## src/rtl/mult_arbiter.sv

```systemverilog
// Round-robin arbiter/sequencer sharing one shift-add mult between two requesters.
// Optional WAIT timeout abort is enabled by defining MULT_ARB_TIMEOUT_EN.
module mult_arbiter #(
  parameter int WIDTH   = 3,
  parameter int TIMEOUT = 31
) (
  input  logic                 clk,
  input  logic                 rst,
  input  logic                 req0,
  input  logic                 req1,
  input  logic [WIDTH-1:0]     a0,
  input  logic [WIDTH-1:0]     b0,
  input  logic [WIDTH-1:0]     a1,
  input  logic [WIDTH-1:0]     b1,
  output logic                 ack0,
  output logic                 ack1,
  output logic [2*WIDTH-1:0]   res,
  output logic                 err,
  output logic                 busy,
  output logic [WIDTH-1:0]     mult_a,
  output logic [WIDTH-1:0]     mult_b,
  output logic                 mult_init,
  input  logic [2*WIDTH-1:0]   mult_result,
  input  logic                 mult_done
);

  typedef enum logic [2:0] {
    S_IDLE,
    S_LAUNCH,
    S_GUARD,
    S_WAIT,
    S_RESP
  } state_t;

  state_t state;
  logic   last;
  logic   sel;
  logic   grant1;
  logic   tmo;

  // On a tie the requester that was not served last wins.
  always_comb begin
    grant1 = req1 && (!req0 || !last);
  end

`ifdef MULT_ARB_TIMEOUT_EN
  localparam int CNT_W = $clog2(TIMEOUT + 1);
  logic [CNT_W-1:0] cnt;

  always_comb begin
    tmo = (cnt == CNT_W'(TIMEOUT - 1));
  end
`else
  always_comb begin
    tmo = 1'b0;
  end
  assign err = 1'b0;
`endif

  always_ff @(posedge clk or posedge rst) begin
    if (rst) begin
      state     <= S_IDLE;
      last      <= 1'b1;
      sel       <= 1'b0;
      mult_a    <= '0;
      mult_b    <= '0;
      mult_init <= 1'b0;
      ack0      <= 1'b0;
      ack1      <= 1'b0;
      res       <= '0;
      busy      <= 1'b0;
`ifdef MULT_ARB_TIMEOUT_EN
      err       <= 1'b0;
      cnt       <= '0;
`endif
    end else begin
      mult_init <= 1'b0;
      ack0      <= 1'b0;
      ack1      <= 1'b0;
      case (state)
        S_IDLE: begin
          if (req0 || req1) begin
            state     <= S_LAUNCH;
            busy      <= 1'b1;
            mult_init <= 1'b1;
            last      <= grant1;
            sel       <= grant1;
            mult_a    <= grant1 ? a1 : a0;
            mult_b    <= grant1 ? b1 : b0;
          end
        end
        S_LAUNCH: state <= S_GUARD;
        // mult has no reset, so a stale done may linger until init has taken effect.
        S_GUARD: begin
          state <= S_WAIT;
`ifdef MULT_ARB_TIMEOUT_EN
          cnt   <= '0;
`endif
        end
        S_WAIT: begin
          if (mult_done) begin
            state <= S_RESP;
            res   <= mult_result;
            ack0  <= !sel;
            ack1  <= sel;
`ifdef MULT_ARB_TIMEOUT_EN
            err   <= 1'b0;
`endif
          end else if (tmo) begin
            state <= S_RESP;
            res   <= '0;
            ack0  <= !sel;
            ack1  <= sel;
`ifdef MULT_ARB_TIMEOUT_EN
            err   <= 1'b1;
`endif
          end else begin
`ifdef MULT_ARB_TIMEOUT_EN
            cnt   <= cnt + 1'b1;
`endif
          end
        end
        S_RESP: begin
          state <= S_IDLE;
          busy  <= 1'b0;
        end
        default: begin
          state <= S_IDLE;
          busy  <= 1'b0;
        end
      endcase
    end
  end

endmodule

```

## config.mk

```make
export PLATFORM = sky130hd
export DESIGN_NAME = mult_arbiter
export DESIGN_NICKNAME = d
export VERILOG_FILES = /design/src/rtl/mult_arbiter.sv
export SDC_FILE = /design/constraint.sdc
export NUM_CORES = 1
export LEC_CHECK = 0
export ABC_AREA = 0
export BUFFER_PORTS_ARGS = -buffer_cell sky130_fd_sc_hd__buf_2
export CAP_MARGIN = 15
export CORE_MARGIN = 3
export CORE_UTILIZATION = 45
export CTS_CLUSTER_SIZE = 20
export DETAILED_ROUTE_END_ITERATION = 7
export PLACE_DENSITY = 0.84
export SYNTH_ARGS = -nofsm -noshare
export SYNTH_HDL_FRONTEND = slang
export SYNTH_SLANG_ARGS = --single-unit
```

## constraint.sdc

```tcl
create_clock -name clk -period 1.4 [get_ports clk]
set_input_delay 0.21 -clock clk [delete_from_list [all_inputs] [get_ports clk]]
set_output_delay 0.21 -clock clk [all_outputs]
set_load 0.02 [all_outputs]
```

==> key figures <==
Global routing
  – Global route overflow: 0
  – Vias in the first global route: about 670
  – Global-route wire length before repair: just under 3 mm
  – All-Layer GR Usage: 0.1548
  – Largest net degree at the start of global routing: 22
  – Initial antenna violation count: 0

Clock tree
  – Clock-pin slew on the worst setup and hold paths: around 0.11 ns
  – CTS buffer count: 3
  – Clk sinks: 21
  – H-Tree Depth: 1
  – CTS Buffer Depth: 2
  – Clk_lat worst skew: 0.30 ns
  – TritonCTS clock tree: built
  – Root buffer cell: clkbuf_4

Run
  – Max cap viols: 0

Floorplanning
  – Initial Util: 0.4965
  – Die width: slightly above 50 µm
  – Core area: between 1500 and 2000 µm²
  – Die height: roughly 50 µm
  – Row count: 15
  – Full die area: between 2000 and 3000 µm²
  – # IOs: 40

Final layout
  – Non-filler cells, final: 134
  – Post-layout util: 0.6493
  – Proportion of layout cells with a drive suffix above 1: 0.5780
  – Area Growth Syn to Fin: 30.77%
  – Nets: ~130
  – Ant. Diodes: 0

Yosys
  – Cell Area, Synth: around 900 µm²
  – Syn Inst Count: 65
  – Count of cell types in the netlist: 26
  – Post-synth net total: 88
  – Post-synthesis register bit count: 21
  – Warnings, synthesis: 0
  – Syn Area/Cell: approximately 14 µm²
  – Seq/Total Area, Yosys: 0.5888

Drt
  – Via density: around 5.2
  – Via count: about 700
  – First-pass iteration count of the detailed router: 4
  – Post-DR wirelength/cell: around 14 µm
  – Antenna viol nets, final: 0
  – Initial DRC count: 9
  – Final wirelength: between 1.5 and 2 mm
  – DRC: 0

Worst hold path
  – Hold WC Path Type: in -> reg

Pwr
  – Leak Pwr: ~0.55 nW
  – Pwr Density: 2173 nW/µm²
  – Peak supply drop: approximately 1.3 mV

Outcome
  – Status: finished clean

Critical path
  – Worst EP arrival: around 1.6 ns
  – Critical Path Source Type: flop
  – Critical Path Sink Type: flop
  – Crit-path leading delay family: flip-flops
  – Worst-path fanout max: 8
  – Slowest CP cell: dfrtp_1
  – Crit path buf inv count: 0
  – CP Class: reg -> reg
  – Largest stage delay, worst path: between 0.5 and 0.6 ns
  – Critical-path cell list: nand3_2, nor2_8, mux2_2
  – Worst EP required: approximately 1.6 ns

Place
  – Detail Placement HPWL: around 1.4 mm
  – Number of port buffers: 38
  – Placed cell count: about 130
  – Placer Congestion: 0.7899

STA
  – Worst clock skew: roughly 0.0041 ns
  – Hold slack: roughly 0.12 ns
  – Fin. max-slew vios: 0
  – Final Hold Viols: 0
  – Unrepaired setup endpoints after global routing: yes
  – Fin crit share: 0.9839
  – Min Tclk post-route: 1.377 ns
  – Fmax: ~0.73 GHz
  – Setup Viol. Count Final: 0
-- final timing paths --
path	cells after the start	endpoint	start	slack (ns)
worst min register to register	1	ack0	sel	0.48
worst min-delay path	2	res[5]	mult_result[5]	0.12
worst max register to register	3	res[2]	state[0]	0.02
max in group asynchronous	4	last	rst	0.66
worst max-delay path	3	res[2]	state[0]	0.02
min in group asynchronous	4	mult_b[1]	rst	0.46
-- placed cells by master (no fill, tap or decap), drive strengths merged, types with 2 or more instances in the layout --
cell	synthesis	routed
nor3	3	3
nand3b	6	6
clkbuf	0	4
buf	2	41
dfrtp	20	20
o221a	6	6
inv	3	3
nand3	2	2
mux2	6	6
nor2	4	4
o21a	2	2
-- Yosys cell counts, drive strengths merged --
master / n / share of area
o21ai: 1 / 0.0056
nand2: 1 / 0.0042
o21a: 2 / 0.018
dfrtp: 20 / 0.56
a21oi: 1 / 0.0056
a31oi: 1 / 0.0070
inv: 3 / 0.013
buf: 2 / 0.014
nor4b: 1 / 0.027
nor3b: 1 / 0.0084
mux2: 6 / 0.076
a2bb2oi: 1 / 0.0098
nand3b: 6 / 0.050
dfstp: 1 / 0.029
nand2b: 1 / 0.0070
and2: 1 / 0.0070
nor3: 3 / 0.022
nor2: 4 / 0.035
nand3: 2 / 0.022
conb: 1 / 0.0042
o221a: 6 / 0.076
-- per-layer routing --
| metal | share of wire | wire [µm] | up-vias | track usage |
|---|---|---|---|---|
| li1 | - | - | 327 | - |
| met1 | 0.39 | 753 | 341 | 0.1766 |
| met2 | 0.54 | 1030 | 20 | 0.2630 |
| met3 | 0.043 | 82 | 4 | 0.02077 |
| met4 | 0.025 | 48 | 0 | 0.1121 |
| met5 | 0 | 0 | - | 0 |
-- what timing repair did --
item	4_1_cts	5_1_grt
resized for setup	0	2
setup endpoints to repair	0	12
hold buffers	1	0
hold endpoints to repair	20	0
buffers inserted	0	1
-- final cells by class --
cell class                      count  area [µm²]
Fill cell                         155       631.9
Sequential cell                    21       528.0
Multi-Input combinational cell     39       350.3
Timing Repair Buffer               42       222.7
Tap cell                           25       31.28
Clock buffer                        4       26.28
Inverter                            3       11.26
-- state kept, by name (all words and copies together), names as in the netlist --
register	cells
res	6
mult_a	3
mult_b	3
state	3
ack0	1
ack1	1
busy	1
last	1
mult_init	1
sel	1
-- cells by family after synthesis --
| logic type | synth area share |
|---|---|
| AOI/OAI and AO/OA | 0.1217 |
| buffers and inverters | 0.02657 |
| DFF | 0.5888 |
| muxes | 0.07552 |
| other | 0.004192 |
| and+or+nand+nor | 0.1832 |
-- report_power, final --
| part | total (W) | internal (W) | switching, W |
|---|---|---|---|
| clock | 0.000283 | 0.000111 | 0.000172 |
| sequential | 0.00113 | 0.000900 | 0.000230 |
| combinational | 0.00113 | 0.000523 | 0.000606 |
| total | 0.00254 | 0.00153 | 0.00101 |
-- metrics by stage --
step                worst slack, ns  instance area [µm²]  total power [W]  setup TNS (ns)
floorplan                    0.1579                894.6         0.001876               0
global placement            0.07725                 1119         0.002193               0
detailed placement          0.04076                 1119         0.002245               0
CTS                         0.01983                 1155         0.002529               0
global route               -0.05229                 1170         0.002707         -0.3001
finish                      0.02252                 1170         0.002542               0
-- worst reg2reg max path: stages, from the launching register on --
cell and delay, ns:
dfrtp_1 0.53, nand3_2 0.20, nor2_8 0.19, mux2_2 0.35
Note: power is estimated with default switching activity, not from simulation.
